## src/rtl/bcd_div3_stream_ctrl.sv

```systemverilog
// bcd_div3_stream_ctrl
// Digit-serial BCD divisibility-by-3 checker. It accepts one BCD digit per
// cycle over a valid/ready handshake and keeps the running digit-sum residue
// mod 3. It then holds a registered verdict until the consumer takes it.
// Optional feature macro: DIV9_CHECK_EN adds a mod-9 residue and drives
// is_div9_o. Without the macro, is_div9_o is tied low.
//
// state     | meaning
// ----------+----------------------------------------------------------
// ST_ACCEPT | taking digits, residues and count accumulate
// ST_REPORT | verdict presented and held, digits refused
module bcd_div3_stream_ctrl #(
    parameter int MAX_DIGITS = 8,
    parameter int CNT_W      = 4
) (
    input  logic             clk_i,
    input  logic             rst_ni,
    input  logic             digit_valid_i,
    output logic             digit_ready_o,
    input  logic [3:0]       digit_i,
    input  logic             digit_last_i,
    output logic             result_valid_o,
    input  logic             result_ready_i,
    output logic             is_divider_o,
    output logic             is_div_by9_o,
    output logic             is_error_o,
    output logic [CNT_W-1:0] digit_count_o
);

    typedef enum logic {ST_ACCEPT = 1'b0, ST_REPORT = 1'b1} state_e;

    state_e           state_q;
    logic [1:0]       r3_q;
    logic [CNT_W-1:0] count_q;
    logic             err_q;
    logic             ready_q;
    logic             valid_q;
    logic             div3_q;
    logic             err_out_q;

    logic [1:0]       d3;
    logic [2:0]       sum3;
    logic [1:0]       r3_d;
    logic [CNT_W-1:0] count_d;
    logic             hit_max;
    logic             err_d;
    logic             xfer;
    logic             finish;

    // Fold the incoming digit to mod 3 so the update is one add plus a conditional subtract.
    always_comb begin
        d3 = 2'd0;
        case (digit_i)
            4'd1, 4'd4, 4'd7, 4'd10, 4'd13: d3 = 2'd1;
            4'd2, 4'd5, 4'd8, 4'd11, 4'd14: d3 = 2'd2;
            default:                        d3 = 2'd0;
        endcase
        sum3    = {1'b0, r3_q} + {1'b0, d3};
        r3_d    = (sum3 >= 3'd3) ? 2'(sum3 - 3'd3) : sum3[1:0];
        count_d = count_q + CNT_W'(1);
        hit_max = (count_d == CNT_W'(MAX_DIGITS));
        xfer    = digit_valid_i & ready_q & (state_q == ST_ACCEPT);
        finish  = xfer & (digit_last_i | hit_max);
        // Reaching the digit limit without a last marker counts as overflow.
        err_d   = err_q | (digit_i > 4'd9) | (hit_max & ~digit_last_i);
    end

    // Main sequencer: accumulate in ACCEPT, register and hold the verdict in REPORT.
    always_ff @(posedge clk_i or negedge rst_ni) begin
        if (!rst_ni) begin
            state_q   <= ST_ACCEPT;
            r3_q      <= 2'd0;
            count_q   <= '0;
            err_q     <= 1'b0;
            ready_q   <= 1'b1;
            valid_q   <= 1'b0;
            div3_q    <= 1'b0;
            err_out_q <= 1'b0;
        end else begin
            case (state_q)
                ST_ACCEPT: begin
                    if (xfer) begin
                        r3_q    <= r3_d;
                        count_q <= count_d;
                        err_q   <= err_d;
                        if (finish) begin
                            state_q   <= ST_REPORT;
                            ready_q   <= 1'b0;
                            valid_q   <= 1'b1;
                            div3_q    <= (r3_d == 2'd0) & ~err_d;
                            err_out_q <= err_d;
                        end
                    end
                end
                ST_REPORT: begin
                    if (result_ready_i) begin
                        state_q   <= ST_ACCEPT;
                        r3_q      <= 2'd0;
                        count_q   <= '0;
                        err_q     <= 1'b0;
                        ready_q   <= 1'b1;
                        valid_q   <= 1'b0;
                        div3_q    <= 1'b0;
                        err_out_q <= 1'b0;
                    end
                end
                default: state_q <= ST_ACCEPT;
            endcase
        end
    end

`ifdef DIV9_CHECK_EN
    logic [3:0] r9_q;
    logic [3:0] d9;
    logic [4:0] sum9;
    logic [3:0] r9_d;
    logic       div9_q;

    // Digits above 9 only need one fold to land in 0..8; such numbers are masked by the error anyway.
    always_comb begin
        d9   = (digit_i >= 4'd9) ? (digit_i - 4'd9) : digit_i;
        sum9 = {1'b0, r9_q} + {1'b0, d9};
        r9_d = (sum9 >= 5'd9) ? 4'(sum9 - 5'd9) : sum9[3:0];
    end

    // Mod-9 residue and its verdict follow the same timing and hold rules as the mod-3 path.
    always_ff @(posedge clk_i or negedge rst_ni) begin
        if (!rst_ni) begin
            r9_q   <= 4'd0;
            div9_q <= 1'b0;
        end else if (xfer) begin
            r9_q <= r9_d;
            if (finish) begin
                div9_q <= (r9_d == 4'd0) & ~err_d;
            end
        end else if ((state_q == ST_REPORT) && result_ready_i) begin
            r9_q   <= 4'd0;
            div9_q <= 1'b0;
        end
    end

    assign is_div_by9_o = div9_q;
`else
    assign is_div_by9_o = 1'b0;
`endif

    assign digit_ready_o  = ready_q;
    assign result_valid_o = valid_q;
    assign is_divider_o   = div3_q;
    assign is_error_o     = err_out_q;
    assign digit_count_o  = count_q;

endmodule

```

## config.mk

```make
export PLATFORM = sky130hd
export DESIGN_NAME = bcd_div3_stream_ctrl
export DESIGN_NICKNAME = d
export VERILOG_FILES = /design/src/rtl/bcd_div3_stream_ctrl.sv
export SDC_FILE = /design/constraint.sdc
export NUM_CORES = 1
export LEC_CHECK = 0
export ABC_AREA = 1
export BUFFER_PORTS_ARGS = -buffer_cell sky130_fd_sc_hd__buf_2
export CAP_MARGIN = 10
export CORE_MARGIN = 2
export CORE_UTILIZATION = 35
export DETAILED_ROUTE_END_ITERATION = 8
export PLACE_DENSITY = 0.57
export SETUP_SLACK_MARGIN = 0.05
export SLEW_MARGIN = 20
export SYNTH_ARGS = -nofsm -noshare
export SYNTH_HDL_FRONTEND = slang
export SYNTH_SLANG_ARGS = --single-unit
```

## constraint.sdc

```tcl
create_clock -name clk_i -period 1.8 [get_ports clk_i]
set_input_delay 0.09 -clock clk_i [delete_from_list [all_inputs] [get_ports clk_i]]
set_output_delay 0.09 -clock clk_i [all_outputs]
set_load 0.05 [all_outputs]
```

# ---- After elaboration in Yosys (flattened, before gate mapping)
# Memory sizes are Yosys's and may differ from the RTL's.
# Index checks and enable logic that the tools add are counted.
dict set report word_totals {
  memories 1
  output_inout_bits 9
  reg_bits 12
  word_cells 59
  romBits 32
  inputBits 9
}
dict set report op_classes {
  n_reduce_logical 3
  n_bitwise 11
  n_mux 27
  n_addsub 3
  order_cmp 2
  eq_ne 4
}
# memory words width rd rd_clocked_by_memory_dff write_ports line
set mem_list {}
lappend mem_list {{(name not given)} 16 2 1 0 0 53} ;# case (digit_i)
# operator count
set ops {}
lappend ops {{two-way mux 1 bit} 14}
lappend ops {{case mux 1 bit (2 select lines)} 6}
lappend ops {{two-way mux 4 bit} 2}
lappend ops {{case mux 4 bit (2 select lines)} 1}
lappend ops {{two-way mux 2 bit} 3}
lappend ops {{!= test 2 bit (second input constant)} 3}
lappend ops {{AND 1 bit} 5}
lappend ops {{adder 4 x 1 -> 4 bit (second input constant)} 1}
lappend ops {{== test 4 bit (second input constant)} 1}
lappend ops {{> comparator 4 bit (second input constant)} 1}
lappend ops {{case mux 2 bit (2 select lines)} 1}
lappend ops {{adder 2 x 2 -> 3 bit} 1}
lappend ops {{greater-or-equal comparator 3 x 2 -> 1 bit (second input constant)} 1}
lappend ops {{inverter 1 bit} 3}
lappend ops {{OR 1 bit} 3}
lappend ops {{AND reduction 3 bit} 1}
lappend ops {{logical NOT 2 bit} 1}
lappend ops {{AND reduction 2 bit} 1}
lappend ops {{subtractor 2 bit (second input constant)} 1}

# ---- Longest topological paths before layout
# Gate-level depths: netlist (run 1).
dict set report depth {
  depth_word 9
  ltp_mapped 17
  mapped_depth_nobuf 17
}

# ---- Worst setup path before layout (run 1)
# No wires, ideal clock.
dict set report synth_timing {
  path_type {input to register}
  start {input digit_i[0]}
  end {register div3_q (netlist: is_divider_o)}
  setup_slack_ps -300
  setup_ps 118
  stages 16
  arrival_time_ps 1982
  cell_sequence {inv_1 ha_1 o21ai_0 o21ai_0 inv_1 ha_1 fa_1 ha_1 nor2_1 o21ai_0 nand2_1 nand2_1 nand2_1 nor2_2 nand2_1 nand2_1}
}
dict set report synth_between {
  elab_chain_cells 9
  elab_cells_between_ends 14
}
# element line
set synth_rtl {}
lappend synth_rtl {{start: declaration} 20} ;# input logic [3:0] digit_i,
lappend synth_rtl {{memory read (16 x 2 bit)} -}
lappend synth_rtl {{adder 2 x 2 -> 3 bit} 58} ;# sum3 = {1'b0, r3_q} + {1'b0, d3};
lappend synth_rtl {{greater-or-equal comparator 3 x 2 -> 1 bit or subtractor 2 bit (tied branches)} 59} ;# r3_d = (sum3 >= 3'd3) ? 2'(sum3 - 3'd3) : sum3[1:0];
lappend synth_rtl {{two-way mux 2 bit} 59}
lappend synth_rtl {{logical NOT 2 bit} 90} ;# div3_q <= (r3_d == 2'd0) & ~err_d;
lappend synth_rtl {{AND 1 bit (*)} 90}
lappend synth_rtl {{two-way mux 1 bit (*)} 86} ;# if (finish) begin
lappend synth_rtl {{two-way mux 1 bit (*)} 82} ;# if (xfer) begin
lappend synth_rtl {{case mux 1 bit (2 select lines) (*)} 80} ;# case (state_q)
lappend synth_rtl {{end signal: assignment} 90}
lappend synth_rtl {{end: declaration} 38} ;# logic div3_q;
# Every way passes the cells marked *; elsewhere a longest branch is shown, timed or not. The select of a mux whose other input is x is not followed.
# A chain may end at the register's enable or synchronous reset.

# ---- Worst setup path after layout (run 1)
# Same ends and word-level chain as after synthesis.

==> flow_summary.ini, run 1 <==
[power_and_ir_drop]
ir_drop_mv = 0.809
power_leakage_nw = 0.566
power.total_w = 0.00167
power_density_mw_per_mm2 = 1580

[yosys]
synth.cell_area_um2 = 758
synth.distinct_cells = 20
async_reset_ff_share_pct = 100
syn-num-nets = 115
synthCells = 99
ys_ff_latch = 12
yosys_warnings = 0
synth_area_per_cell_um2 = 7.66
synth-edff-count = 0
synth_ff_type = dfrtp_1
yosysSeqAreaShare_pct = 39.8

[place]
hpwl_um = 1200
place_congestion = 0.698
port_buffers = 16
place_inst = 145

[cells_and_area]
final-seq-area_um2 = 302
layout_commonest_cell = nand2_1
multi_input_area_um2 = 460
fin_nets = 141
final_cell_count_no_fill = 151
nFillCells = 228
areaGrowthSynthToFinish_pct = 39.1
n_antenna_cell = 0
drive_gt1_share_pct = 43.5
final_cell_mix = nand2_1 (24), buf_2 (14), dfrtp_1 (11)

[timing]
slew_viol_final = 0
rsz0062_at_grt = true
period_needed_ns = 1.94
min_period_over_period_pct = 108
finalWorstSetupSlack_ns = -0.141
finalSetupViolCount = 3
fmax_mhz = 515
whs_ns = 0.130
fin_skew_ns = 0.00752
hold_viol = 0

[setup_path]
crit_required_ns = 1.97
path_delay_family = adder cells
reg2regPathDepth = 11
cpPeakStageDelay_ns = 0.51
cp-start-kind = input port
cp_num_buf_inv = 3
reg2reg_to = is_divider_o$_DFFE_PN0P_
cp_cell_sequence = buf_12, inv_12, ha_4, o21ai_2, o21ai_2, inv_1, ha_2, fa_1, ha_2, nor2_4, nand2_2, nand2_2, nand2_2, nand2_1, nor2_2, nand2_1, nand2_1
crit_slowest_cell = fa_1
timing.rr.start = r3_q[0]$_DFFE_PN0P_
end_kind = flip-flop
cp.arrival_ns = 2.11
rrSetupSlack_ns = -0.13
crit_fanout = 3
path_class = input port to flip-flop

[clock_tree]
clkTransAtPathRegs_ns = 0.08
clock_path_buffers = 2
cts_buffers = 3
worstSkewPairLatency_ns = 0.27
cts_tree = yes
cts.sinks = 12
cts-root-buf = clkbuf_4
postCtsSetupBuffers = 0
htree_levels = 1

[routing]
wire_per_inst_um = 10.0
firstDrtPassIters = 2
antenna_left = 0
drtIter0Drc = 7
vias = 697
routed_wl_um = 1510
via_per_inst = 4.62
drc = 0

[floorplan]
die-area_mm2 = 0.00255
core_area_mm2 = 0.00200
io_pins = 18
dieHeight_um = 50.5
initial_core_util_pct = 37.9
row_count = 16
die_w_um = 50.5

[global_routing]
antenna_found_initial = 0
grt.total_usage_pct = 15.0
grt_max_degree = 13
grt-ovfl-total = 0
first_global_vias = 717
grt_pass1_wl_um = 2910

[status]
violations = negative setup slack
status = finished, violations left

[job]
maxCapViolations = 0

[worst_hold_path]
hold_path.class = input port to flip-flop
hp-start = digit_valid_i
min_to = r3_q[1]$_DFFE_PN0P_
worstHoldPathCells = 3
## Yosys cell counts, types with 3 or more instances
cell type / count / area, um^2
nand3_1: 6 / 30.0
nand2_1: 30 / 113
dfrtp_1: 11 / 275
o21ai_0: 9 / 45.0
inv_2: 5 / 18.8
nor2_1: 4 / 15.0
nand2_2: 4 / 25.0
inv_1: 11 / 41.3
ha_1: 6 / 75.1
a21oi_1: 3 / 15.0
## routing by layer
layer | part of all wire (%) | vias up | routed length (um) | global-route usage, %
met2 | 51 | 11 | 773 | 27.0
met3 | 3.9 | 2 | 59 | 5.36
met1 | 45 | 324 | 678 | 17.1
met4 | 0.20 | 0 | 3 | 2.70
met5 | 0 | - | 0 | 0
li1 | - | 360 | - | -
## flip-flops by register name (all words and copies together) (netlist names)
signal / cells
result_valid_o: 1
digit_count_o: 4
is_divider_o: 1
state_q: 1
is_error_o: 1
r3_q: 2
digit_ready_o: 1
err_q: 1
## worst register-to-register path, cell delays in order, from the launching register on
cell     delay [ns]
dfrtp_1        0.39
ha_2           0.18
fa_1           0.51
ha_2           0.22
nor2_4         0.11
nand2_2        0.07
nand2_2        0.07
nand2_2        0.05
nand2_1        0.08
nor2_2         0.03
nand2_1        0.05
nand2_1        0.05
## kinds of logic after synthesis
group | after synthesis | share of synthesized area [%]
flip-flops | 12 | 39.8
other | 1 | 0.495
adder cells (fa/ha/maj) | 7 | 12.5
AO/OA/AOI/OAI | 14 | 9.73
AND/OR/NAND/NOR | 48 | 28.5
buffers and inverters | 17 | 8.91
## final cells by class
cell class / instances / share of cell area, %
inverters: 16 / 7.35
multi-input cells: 70 / 43.7
well taps: 27 / 3.20
repair buffers: 22 / 14.7
clock buffers: 4 / 2.49
flip-flops and latches: 12 / 28.6
## report_power, final
group / total, W / leakage (nW) / internal (W) / switching [W]
clock: 0.000172 / 0.0150 / 0.0000857 / 0.0000866
combinational: 0.00101 / 0.401 / 0.000321 / 0.000690
sequential: 0.000486 / 0.150 / 0.000396 / 0.0000907
total: 0.00167 / 0.566 / 0.000802 / 0.000868
## worst max path at each step
stage,cells after the start,end,from,slack [ns]
floorplan,16,is_divider_o$_DFFE_PN0P_,digit_i[0],-0.19
global placement,17,is_divider_o$_DFFE_PN0P_,digit_i[0],-0.51
detailed placement,17,is_divider_o$_DFFE_PN0P_,digit_i[0],-0.55
CTS,17,is_divider_o$_DFFE_PN0P_,digit_i[0],-0.1
global route,17,is_divider_o$_DFFE_PN0P_,digit_i[0],-0.25
finish,17,is_divider_o$_DFFE_PN0P_,digit_i[0],-0.14
## per-stage QoR
| step | utilization (%) | setup slack [ns] | setup TNS [ns] | instance area, um^2 |
|---|---|---|---|---|
| final | 52.7 | -0.141 | -0.196 | 1050 |
| after CTS | 51.6 | -0.0974 | -0.128 | 1030 |
| after detailed placement | 46.7 | -0.548 | -1.43 | 935 |
| after global placement | 46.7 | -0.511 | -1.31 | 935 |
| after floorplan | - | -0.193 | -0.369 | 798 |
| after global routing | 52.7 | -0.251 | -0.529 | 1050 |
## timing repair
action | in CTS | in global routing
resized for setup | 13 | 8
hold endpoints to repair | 13 | 0
endpoints found under the setup margin | 3 | 3
hold buffers | 2 | 0
pin swaps | 11 | 6
No activity file was read; power rests on OpenSTA's default activity.
==> run 2: changes to the inputs <==
==> constraint.sdc (replaced) <==
create_clock -name clk_i -period 1.8 [get_ports clk_i]
set_input_delay 0.27 -clock clk_i [delete_from_list [all_inputs] [get_ports clk_i]]
set_output_delay 0.27 -clock clk_i [all_outputs]
set_load 0.05 [all_outputs]
==> run 2 against run 1 <==
Compared with the run above:
- worst hold slack gained 0.054 ns
- largest cell class unchanged
- critical path type unchanged
- register-to-register slack better by 0.05 ns
- highest routed layer is now met3
- the run still ends with negative setup slack left
- sequential cell count unchanged
==> flow_summary.ini, run 2 (synthesis gave the netlist of run 1 again) <==
[setup_path]
cp-start-kind = input port
cpPeakStageDelay_ns = 0.47
crit_fanout = 3
crit_top_cell = nand2_1
path_class = input port to flip-flop
cp.arrival_ns = 2.22
crit_slowest_cell = fa_1
end_kind = flip-flop
cp_cell_sequence = buf_12, inv_12, ha_4, o21ai_2, o21ai_1, inv_1, ha_2, fa_1, ha_2, nor2_4, o21ai_1, nand2_1, nand2_1, nand2_1, nor2_2, nand2_1, nand2_1
crit_required_ns = 1.97

[place]
place_congestion = 0.704
hpwl_um = 1150
place_inst = 145
port_buffers = 16

[floorplan]
core_area_mm2 = 0.00200
io_pins = 18
die-area_mm2 = 0.00255
dieHeight_um = 50.5
row_count = 16
die_w_um = 50.5
initial_core_util_pct = 37.9

[global_routing]
grt_max_degree = 13
first_global_vias = 647
grt.total_usage_pct = 14.5
antenna_found_initial = 0
grt_pass1_wl_um = 2770
grt-ovfl-total = 0

[timing]
slew_viol_final = 0
whs_ns = 0.183
finalSetupViolCount = 3
fin_skew_ns = 0.00232
fmax_mhz = 488
tns_ns = -0.557
period_needed_ns = 2.05
hold_viol = 0
rsz0062_at_grt = true
finalWorstSetupSlack_ns = -0.250
min_period_over_period_pct = 114

[clock_tree]
clkTransAtPathRegs_ns = 0.07
htree_levels = 1
postCtsSetupBuffers = 0
clock_path_buffers = 2
cts.sinks = 12
worstSkewPairLatency_ns = 0.27
cts_buffers = 3
cts-root-buf = clkbuf_4
cts_tree = yes

[cells_and_area]
fin_nets = 140
layout_commonest_cell = nand2_1
n_antenna_cell = 0
areaGrowthSynthToFinish_pct = 37.5
final_cell_count_no_fill = 150
largest_reg_flops = 4
nFillCells = 199
final_cell_mix = nand2_1 (24), buf_2 (14), dfrtp_1 (11)
drive_gt1_share_pct = 42.3

[status]
violations = negative setup slack
status = finished, violations left

[routing]
vias = 688
drtIter0Drc = 8
antenna_left = 0
firstDrtPassIters = 4
wire_per_inst_um = 9.81
routed_wl_um = 1470
via_per_inst = 4.59
drc = 0

[power_and_ir_drop]
power.total_w = 0.00170
power_density_mw_per_mm2 = 1630
ir_drop_mv = 0.785
power_leakage_nw = 0.563

[job]
maxCapViolations = 0

[worst_hold_path]
hold_path.class = input port to flip-flop
==> run 2: cell types whose count changed in the layout (fill, tap and decap cells not counted) <==
cell           previous run  this run
clkbuf_1                  1         0
clkbuf_8                  0         1
dlygate4sd3_1             2         1
nand3_1                   5         6
nand3_2                   2         1
o21ai_0                   5         4
o21ai_1                   2         5
o21ai_2                   3         1
==> run 2: final timing paths <==
check                                                     to  cells after the start  slack, ns                      start
worst max-delay path                is_divider_o$_DFFE_PN0P_                     17      -0.25                 digit_i[0]
worst min-delay path                       state_q$_DFF_PN0_                      2       0.18             result_ready_i
worst max register to register      is_divider_o$_DFFE_PN0P_                     11      -0.08        r3_q[0]$_DFFE_PN0P_
worst min register to register     digit_ready_o$_DFFE_PN1P_                      2       0.48  digit_ready_o$_DFFE_PN1P_
max in group asynchronous          digit_ready_o$_DFFE_PN1P_                      2       1.14                     rst_ni
min in group asynchronous       digit_count_o[3]$_DFFE_PN0P_                      2       0.39                     rst_ni
==> run 2: repair_timing <==
action	in CTS	in global routing
hold buffers	1	0
endpoints found under the setup margin	3	3
endpoints found under the hold margin	11	0
pin swaps	10	3
resized for setup	14	5
==> run 2: final cells by class <==
| class | count | area [um^2] | area share (%) |
|---|---|---|---|
| Clock buffer | 4 | 36.3 | 3.48 |
| Sequential cell | 12 | 302 | 28.9 |
| Inverter | 16 | 77.6 | 7.44 |
| Tap cell | 27 | 33.8 | 3.24 |
| Timing Repair Buffer | 21 | 145 | 13.9 |
| Multi-Input combinational cell | 70 | 448 | 43.0 |
==> run 2: critical path, delay by kind of cell <==
kind | cells | cell delay (ns)
buffers and inverters | 3 | 0.19
AND/OR/NAND/NOR | 7 | 0.43
adder cells (fa/ha/maj) | 4 | 1.10
AO/OA/AOI/OAI | 3 | 0.23
==> run 2: metal layers <==
layer	vias up	track usage [%]	share of wire, %	wire length (um)
met5	-	0	0	0
met4	0	1.35	0	0
met3	0	6.25	4.8	71
met2	11	23.2	49	719
met1	318	18.9	46	681
li1	359	-	-	-
==> run 2: power breakdown <==
part | internal (W) | leakage, nW | total, W | switching, W
Sequential | 0.000396 | 0.150 | 0.000489 | 0.0000932
Clock | 0.000123 | 0.0210 | 0.000215 | 0.0000923
Combinational | 0.000315 | 0.391 | 0.000991 | 0.000677
==> run 2: metrics by stage <==
stage	util (%)	setup slack [ns]	instance area [um^2]
final	52.1	-0.250	1040
after global routing	52.1	-0.375	1040
after CTS	51.7	-0.236	1030
after detailed placement	46.7	-0.689	935
after global placement	46.7	-0.677	935
after floorplan	-	-0.373	798
